--- config.mk ---
export PLATFORM = sky130hd
export DESIGN_NAME = decode_stage_pipelined
export DESIGN_NICKNAME = d
export VERILOG_FILES = /design/src/rtl/legv8_pkg.sv /design/src/rtl/regfile_bypass.sv /design/src/rtl/decode_stage_pipelined.sv
export SDC_FILE = /design/constraint.sdc
export NUM_CORES = 2
export LEC_CHECK = 0
export CAP_MARGIN = 20
export CORE_MARGIN = 1.5
export CORE_UTILIZATION = 34
export DETAILED_ROUTE_END_ITERATION = 10
export HOLD_SLACK_MARGIN = 0.15
export PLACE_DENSITY_LB_ADDON = 0.3
export SLEW_MARGIN = 20
export SYNTH_ARGS = -nofsm -noshare
export SYNTH_HDL_FRONTEND = slang
export SYNTH_SLANG_ARGS = --single-unit
--- constraint.sdc ---
create_clock -name clk -period 6.15 [get_ports clk]
set_input_delay 1.5375 -clock clk [delete_from_list [all_inputs] [get_ports clk]]
set_output_delay 1.5375 -clock clk [all_outputs]
set_load 0.05 [all_outputs]
--- src/rtl/legv8_pkg.sv ---
// LEGv8 decode constants: instruction-format codes, opcode prefixes and the zero register.
// Shared by the ID stage and its register file.
package legv8_pkg;

  localparam logic [2:0] FMT_R  = 3'd0;
  localparam logic [2:0] FMT_I  = 3'd1;
  localparam logic [2:0] FMT_D  = 3'd2;
  localparam logic [2:0] FMT_B  = 3'd3;
  localparam logic [2:0] FMT_CB = 3'd4;
  localparam logic [2:0] FMT_IW = 3'd5;

  // Prefixes are matched against the top bits of the 11-bit opcode instr[31:21].
  localparam logic [5:0] OP_B     = 6'b000101;
  localparam logic [5:0] OP_BL    = 6'b100101;
  localparam logic [7:0] OP_CBZ   = 8'b10110100;
  localparam logic [7:0] OP_CBNZ  = 8'b10110101;
  localparam logic [7:0] OP_BCOND = 8'b01010100;
  localparam logic [6:0] OP_D     = 7'b1111000;
  localparam logic [8:0] OP_MOVZ  = 9'b110100101;
  localparam logic [8:0] OP_MOVK  = 9'b111100101;

  localparam logic [9:0] OP_ADDI  = 10'b1001000100;
  localparam logic [9:0] OP_ADDIS = 10'b1011000100;
  localparam logic [9:0] OP_SUBI  = 10'b1101000100;
  localparam logic [9:0] OP_SUBIS = 10'b1111000100;
  localparam logic [9:0] OP_ANDI  = 10'b1001001000;
  localparam logic [9:0] OP_ANDIS = 10'b1111001000;
  localparam logic [9:0] OP_ORRI  = 10'b1011001000;
  localparam logic [9:0] OP_EORI  = 10'b1101001000;

  localparam int XZR = 31;

  function automatic logic is_imm_alu(input logic [9:0] op_hi);
    return op_hi inside {OP_ADDI, OP_ADDIS, OP_SUBI, OP_SUBIS,
                         OP_ANDI, OP_ANDIS, OP_ORRI, OP_EORI};
  endfunction

endpackage

--- src/rtl/regfile_bypass.sv ---
// Purpose: NREG x XLEN register file, 2 read / 1 write, zero register, write-through bypass.
// Latency: reads combinational (same-cycle write data forwarded); writes land at posedge.
// Backpressure: none; writes always accepted, reset clears every entry.
module regfile_bypass #(
  parameter int XLEN     = 64,
  parameter int NREG     = 32,
  parameter int ZERO_REG = 31,
  localparam int RAW     = $clog2(NREG)
) (
  input  logic            clk,
  input  logic            reset,
  input  logic [RAW-1:0]  rs1_idx,
  input  logic [RAW-1:0]  rs2_idx,
  output logic [XLEN-1:0] rs1_data,
  output logic [XLEN-1:0] rs2_data,
  input  logic            wr_en,
  input  logic [RAW-1:0]  wr_idx,
  input  logic [XLEN-1:0] wr_data
);

  localparam logic [RAW-1:0] ZR = RAW'(ZERO_REG);

  logic [XLEN-1:0] regs [NREG];
  logic            wr_live;

  assign wr_live = wr_en && (wr_idx != ZR);

  always_ff @(posedge clk) begin
    if (reset) begin
      for (int i = 0; i < NREG; i++) regs[i] <= '0;
    end else if (wr_live) begin
      regs[wr_idx] <= wr_data;
    end
  end

  always_comb begin
    rs1_data = regs[rs1_idx];
    if (rs1_idx == ZR)                       rs1_data = '0;
    else if (wr_live && wr_idx == rs1_idx)   rs1_data = wr_data;

    rs2_data = regs[rs2_idx];
    if (rs2_idx == ZR)                       rs2_data = '0;
    else if (wr_live && wr_idx == rs2_idx)   rs2_data = wr_data;
  end

endmodule

--- src/rtl/decode_stage_pipelined.sv ---
// Purpose: LEGv8 ID stage: register read, format/immediate decode, ID/EX register.
// Latency: 1 cycle from IF/ID to ID/EX; load-use hazard inserts a bubble.
// Backpressure: id_ready drops while EX stalls a valid entry or a load-use hazard is seen.
module decode_stage_pipelined
  import legv8_pkg::*;
#(
  parameter int XLEN     = 64,
  parameter int NREG     = 32,
  parameter int ZERO_REG = XZR,
  localparam int RAW     = $clog2(NREG)
) (
  input  logic            clk,
  input  logic            reset,
  input  logic            if_valid,
  input  logic [31:0]     if_instr,
  input  logic [XLEN-1:0] if_pc,
  output logic            id_ready,
  input  logic            ex_ready,
  input  logic            flush,
  input  logic            ex_is_load,
  input  logic [RAW-1:0]  ex_rd,
  input  logic            wb_we,
  input  logic [RAW-1:0]  wb_reg,
  input  logic [XLEN-1:0] wb_data,
  output logic            id_valid,
  output logic [10:0]     id_opcode,
  output logic [2:0]      id_fmt,
  output logic [XLEN-1:0] id_rs1_data,
  output logic [XLEN-1:0] id_rs2_data,
  output logic [XLEN-1:0] id_imm,
  output logic [RAW-1:0]  id_rd,
  output logic [XLEN-1:0] id_pc
);

  localparam logic [RAW-1:0] ZR = RAW'(ZERO_REG);

  logic [10:0]     opcode;
  logic [RAW-1:0]  rs1_idx, rs2_idx;
  logic [XLEN-1:0] rs1_val, rs2_val, imm;
  logic [2:0]      fmt;
  logic            hazard, advance;

  assign opcode  = if_instr[31:21];
  assign rs1_idx = RAW'(if_instr[9:5]);
  // STUR and CBZ/CBNZ carry their second source (Rt) in the rd field.
  assign rs2_idx = RAW'(if_instr[28] ? if_instr[4:0] : if_instr[20:16]);

  regfile_bypass #(.XLEN(XLEN), .NREG(NREG), .ZERO_REG(ZERO_REG)) u_rf (
    .clk      (clk),
    .reset    (reset),
    .rs1_idx  (rs1_idx),
    .rs2_idx  (rs2_idx),
    .rs1_data (rs1_val),
    .rs2_data (rs2_val),
    .wr_en    (wb_we),
    .wr_idx   (wb_reg),
    .wr_data  (wb_data)
  );

  always_comb begin
    fmt = FMT_R;
    imm = '0;
    if (opcode[10:5] == OP_B || opcode[10:5] == OP_BL) begin
      fmt = FMT_B;
      imm = {{(XLEN-26){if_instr[25]}}, if_instr[25:0]};
    end else if (opcode[10:3] inside {OP_CBZ, OP_CBNZ, OP_BCOND}) begin
      fmt = FMT_CB;
      imm = {{(XLEN-19){if_instr[23]}}, if_instr[23:5]};
    end else if (opcode[9:3] == OP_D) begin
      fmt = FMT_D;
      imm = {{(XLEN-9){if_instr[20]}}, if_instr[20:12]};
    end else if (opcode[10:2] == OP_MOVZ || opcode[10:2] == OP_MOVK) begin
      fmt = FMT_IW;
      imm = XLEN'(if_instr[20:5]) << {if_instr[22:21], 4'b0000};
    end else if (is_imm_alu(opcode[10:1])) begin
      fmt = FMT_I;
      imm = XLEN'(if_instr[21:10]);
    end
  end

  assign hazard   = if_valid && ex_is_load && (ex_rd != ZR) &&
                    (rs1_idx == ex_rd || rs2_idx == ex_rd);
  assign advance  = !id_valid || ex_ready;
  assign id_ready = advance && !hazard && !reset;

  always_ff @(posedge clk) begin
    if (reset) begin
      id_valid    <= 1'b0;
      id_opcode   <= '0;
      id_fmt      <= FMT_R;
      id_rs1_data <= '0;
      id_rs2_data <= '0;
      id_imm      <= '0;
      id_rd       <= '0;
      id_pc       <= '0;
    end else if (flush) begin
      id_valid    <= 1'b0;
    end else if (advance) begin
      id_valid    <= if_valid && !hazard;
      id_opcode   <= opcode;
      id_fmt      <= fmt;
      id_rs1_data <= rs1_val;
      id_rs2_data <= rs2_val;
      id_imm      <= imm;
      id_rd       <= RAW'(if_instr[4:0]);
      id_pc       <= if_pc;
    end
  end

endmodule

After elaboration in Yosys (flattened, before gate mapping)
Memory sizes are Yosys's and may differ from the RTL's.
Cells that the tools add are included.
- register bits: 276
- bits in latches: 0
- bits in writable memories: 2048
- ROM bits: 0
- output and inout bits: 277
- logic and storage cells: 79
- memories kept: 1
- memories (memory ; words ; width ; read ports ; clocked after memory_dff ; wr ports ; RTL line ; source):
    u_rf.regs ; 32 ; 64 ; 2 ; 0 ; 32 ; regfile_bypass.sv:23 ; logic [XLEN-1:0] regs [NREG];
- add/sub/neg operators: 0
- multipliers: 0
- div/mod/pow operators: 0
- order comparisons: 0
- equality and inequality tests: 24
- shift operators: 1
- muxes and demuxes: 23
- bitwise gates (word level): 1
- reduce and logical (&&, ||, !) cells: 21
- operators with widths (operator ; count):
    64-bit two-way mux ; 9
    10-bit equality test (second input constant) ; 8
    64-bit OR reduction ; 1
    16-bit by 6-bit left shift with 64-bit output ; 1
    5-bit equality test ; 4
    9-bit equality test (second input constant) ; 2
    8-bit equality test (second input constant) ; 2
    12-bit two-way mux ; 1
    3-bit two-way mux ; 4
    5-bit equality test (second input constant) ; 2
    5-bit two-way mux ; 2
    5-bit inequality test (second input constant) ; 2
    1-bit logical AND ; 9
    8-bit by 7-bit equality test with 1-bit output (second input constant) ; 1
    8-bit nonzero test ; 1
    7-bit equality test (second input constant) ; 1
    1-bit two-way mux ; 7
    6-bit by 3-bit equality test with 1-bit output (second input constant) ; 1
    6-bit equality test (second input constant) ; 1
    1-bit logical OR ; 4
    1-bit logical NOT ; 3
    3-bit nonzero test ; 1
    2-bit AND reduction ; 1
    2-bit OR reduction ; 1
    1-bit NOT ; 1

Depth between registers and ports, before layout
- depth in word-level cells: 7
- depth in mapped cells: 12
- mapped depth without buffers: 6

Modules after synthesis
Synthesis repeated with hierarchy kept, for this count alone.
- cells, all modules: 8791
- area total of the unflattened synthesis: 119555.9 um2
- by module, submodules not included (module ; times used ; cells an instance ; area each (um2)):
    regfile_bypass ; 1 ; 7474 ; 109160.9
    decode_stage_pipelined ; 1 ; 1317 ; 10395.0

Least setup slack after synthesis
Ideal clock, no wire load.
- kind: input to register
- from: input wb_reg[3]
- to: memory u_rf.regs[11][0] (enable)
- setup time: 0.499 ns
- arrival time: 5.872 ns
- required time: 5.651 ns
- setup slack: -0.221 ns
- stages: 8
- buffers on the path: 4
- cell sequence: buf_2 nand3_1 o21ai_1 or3_1 clkbuf_1 clkbuf_1 clkbuf_1 o21bai_1
- RTL lines (item ; RTL line ; source):
    start: declaration ; decode_stage_pipelined.sv:23 ; input logic [RAW-1:0] wb_reg,
    end: declaration ; regfile_bypass.sv:23 ;

Final worst setup path
- from: input if_instr[3]
- to: output id_ready
- cells in the longest elaborated chain, start to end: 7
- RTL lines (item ; RTL line ; source):
    start: declaration ; decode_stage_pipelined.sv:15 ; input logic [31:0] if_instr,
    5-bit two-way mux ; decode_stage_pipelined.sv:46 ; assign rs2_idx = RAW'(if_instr[28] ? if_instr[4:0] : if_instr[20:16]);
    5-bit equality test ; decode_stage_pipelined.sv:82 ; (rs1_idx == ex_rd || rs2_idx == ex_rd);
    1-bit logical OR ; decode_stage_pipelined.sv:82 ;
    1-bit logical AND ; decode_stage_pipelined.sv:81 ; assign hazard = if_valid && ex_is_load && (ex_rd != ZR) &&
    1-bit logical NOT ; decode_stage_pipelined.sv:84 ; assign id_ready = advance && !hazard && !reset;
    1-bit logical AND (2 in series) ; decode_stage_pipelined.sv:84 ;
    end: declaration ; decode_stage_pipelined.sv:17 ; output logic id_ready,
Every way passes these cells.

==> flow_summary.ini <==
[global_routing]
grt_max_degree = 209
grtUsageTotal_pct = 27.82
grt_overflow = 0
grt_pass1_wl_mm = 767.8
antenna_found_initial = 15
first_global_vias = 104000

[logic_synthesis]
synth-edff-count = 2048
synth_warnings = 0
postSynthAreaPerCell_um2 = 10.81
synth.top_cell.area_share_pct = 48.52
synthDistinctLibCells = 71
ys_dominant_reg_cell = edfxtp_1
synthArstFlopShare_pct = 0
yosysSeqAreaShare_pct = 52.88
synth-seq-cells = 2324
synth_cells = 11720
synth_area_mm2 = 0.1267
synth.area.top_cells = edfxtp_1 (49%), nor3_1 (7.9%), mux4_2 (7.3%)
yosysTopAreaCell = edfxtp_1

[cts]
clock_sinks = 2324
cts_resized = 0
worstSkewPairLatency_ns = 0.94
numCtsBuffers = 281
hold_buffers = 0
cts_setup_buffers = 0
cts_root_buffer = clkbuf_16
clk_pin_slew_ns = 0.05
cts-htree-levels = 5
cts_buffer_depth = 4
cts_tree = yes

[min_path]
worstHoldPathCells = 2
hp-start = id_pc[47]
worst_hold_path_type = reg -> reg
hold_end = id_pc[47]

[setup_path]
slowest_delay_ns = 0.63
cp-start-kind = input pin
critPathRequiredTime_ns = 4.61
crit_start = if_instr[3]
cp_cell_sequence = clkdlybuf4s50_1, mux2i_4, xnor2_1, nor3_1, a31oi_1, nor2_1, nor3_1, buf_12
worstPathArrival_ns = 3.59
worst_setup_path_end_kind = primary output
critPathSlowestCell = clkdlybuf4s50_1
path_max_fanout = 4
r2r_cells = 7
r2r-start = id_valid
reg2reg_slack_ns = 3.23
critPathTopFamily = buffers and inverters
critPathKind = in -> out
path_buf_inv = 2
r2r_end = id_imm[62]
crit_path_frequent_cell = nor3_1

[power_and_ir_drop]
peakVddDrop_mv = 0.2086
power.density_mw_per_mm2 = 290.4
p_leak_nw = 46.04

[placed_design]
portBuffers = 453
gp_congestion = 0.8220
hpwl_mm = 278.5
place_area_mm2 = 0.1359

[routing]
wirelength_mm = 545.5
dr.pass1.iters = 8
route.detailed.drc = 0
avgRoutedWirePerCell_um = 33.00
drtIter0Drc = 15560
ant_nets = 0
vias = 109000
routed_via_density = 6.595

[floorplanning]
fp.dieH_um = 613.5
dieArea_mm2 = 0.3764
start_util_pct = 34.10
core_region_area_mm2 = 0.3716
die_w_um = 613.5
rows = 224
io_pins = 454

[layout]
design_area_mm2 = 0.1455
fillers = 35720
final_nets = 11490
fin_util_pct = 39.15
drive_gt1_share_pct = 10.88
area_delta_synth_final_pct = 14.80
multi_input_area_mm2 = 0.05176
regArea_mm2 = 0.06702

[timing]
max_slew_margin_pct = 14.95
fin_crit_ns = 5.129
hold_viol = 0
tightestPinTransition_ns = 1.276
clock_skew_ns = 0.03496
rsz0062_at_grt = false
fin_crit_sh_pct = 83.40
slew_viol_final = 0
whs_ns = 0.4507
fmax_ghz = 0.1950
finalSetupViolCount = 0

[outcome]
status = completed

[job]
maxCapViolations = 0
[worst reg2reg max path, delay by kind of cell (launching register included)]
family	cells	cell delay, ns
DFF	1	0.32
AOI/OAI and AO/OA	1	0.21
buffers and inverters	1	0.39
and+or+nand+nor	5	1.86
[layout by cell type (no fill, tap or decap), types with 357 or more instances in the layout]
cell type        synthesis  routed
a21oi_1                986     986
o21ai_0                585     585
o221ai_1               438     438
a22oi_1                357     357
nor2b_1                390     390
edfxtp_1              2048    2048
clkdlybuf4s50_1          0     441
inv_1                  576     555
mux4_2                 408     408
nor3_1                2007    2006
[power by group]
| group | leakage (nW) | internal, mW | total (mW) | switching [mW] |
|---|---|---|---|---|
| logic | 19.8 | 2.02 | 6.55 | 4.53 |
| registers | 21.8 | 18.1 | 18.6 | 0.575 |
| clock network | 4.47 | 9.93 | 17.1 | 7.14 |
[worst max path at each step]
stage	end	slack (ns)	cells after the start
2_1_floorplan	u_rf.regs[11][0]	-0.22	8
3_3_place_gp	id_ready	0.97	9
3_5_place_dp	id_ready	1.03	8
4_1_cts	id_ready	1.03	8
5_1_grt	id_ready	0.83	8
6_report	id_ready	1.02	8
[logic make-up (layout without fill, tap and decap cells)]
| kind of cell | Yosys count | after routing | synth area share (%) |
|---|---|---|---|
| AO/OA/AOI/OAI | 3401 | 3401 | 17.76 |
| AND/OR/NAND/NOR | 3069 | 3069 | 12.18 |
| flip-flops | 2324 | 2324 | 52.88 |
| buffers and inverters | 2144 | 1897 | 6.946 |
| multiplexers | 764 | 764 | 10.09 |
| XOR/XNOR | 21 | 21 | 0.1451 |
| other | 1 | 81 | 0.002959 |
[synthesized netlist by cell type, types with 65 or more instances]
master / count
nand2_1: 235
mux4_2: 408
buf_2: 221
a311oi_1: 65
clkbuf_1: 1217
a21oi_1: 986
nor2b_1: 390
a32oi_1: 126
a221oi_1: 266
a31oi_1: 198
mux2i_1: 346
a211oi_1: 216
o221ai_1: 438
nor2_1: 207
o21ai_0: 585
a22oi_1: 357
nor3_1: 2007
edfxtp_1: 2048
nand3_1: 185
inv_1: 576
dfxtp_1: 276
[state kept, by name, indices dropped and copies added, names as in the netlist]
signal and cells:
id_valid 1, u_rf.regs 2048, id_opcode 11, id_rd 5, id_rs2_data 64, id_imm 64
id_pc 64, id_rs1_data 64, id_fmt 3
[area by class of cell]
| type | instances | share of cell area [%] |
|---|---|---|
| clock buffers | 371 | 5.282 |
| flip-flops and latches | 2324 | 46.06 |
| clock inverters | 143 | 1.033 |
| repair buffers | 807 | 6.259 |
| diodes | 17 | 0.02924 |
| inverters | 576 | 1.486 |
| well taps | 4972 | 4.275 |
| multi-input cells | 7319 | 35.57 |
[per-layer routing]
metal	track usage [%]	routed length, µm	up-vias	part of all wire (%)
li1	-	-	44830	-
met1	35.44	202400	54680	37
met2	44.18	247500	7940	45
met3	6.037	63610	1559	12
met4	14.86	31890	6	5.8
met5	0	39	-	0.0072
[per-stage QoR]
stage / power, mW / worst slack, ns / TNS [ns] / cells
2_1_floorplan: 22.62 / -0.2213 / -110.66 / 11790
3_3_place_gp: 25.23 / 0.9686 / 0 / 15980
3_5_place_dp: 25.27 / 1.033 / 0 / 15980
4_1_cts: 42.16 / 1.029 / 0 / 16500
5_1_grt: 43.24 / 0.8286 / 0 / 16520
6_report: 42.25 / 1.021 / 0 / 16530
(Power assumes the default switching activity.)
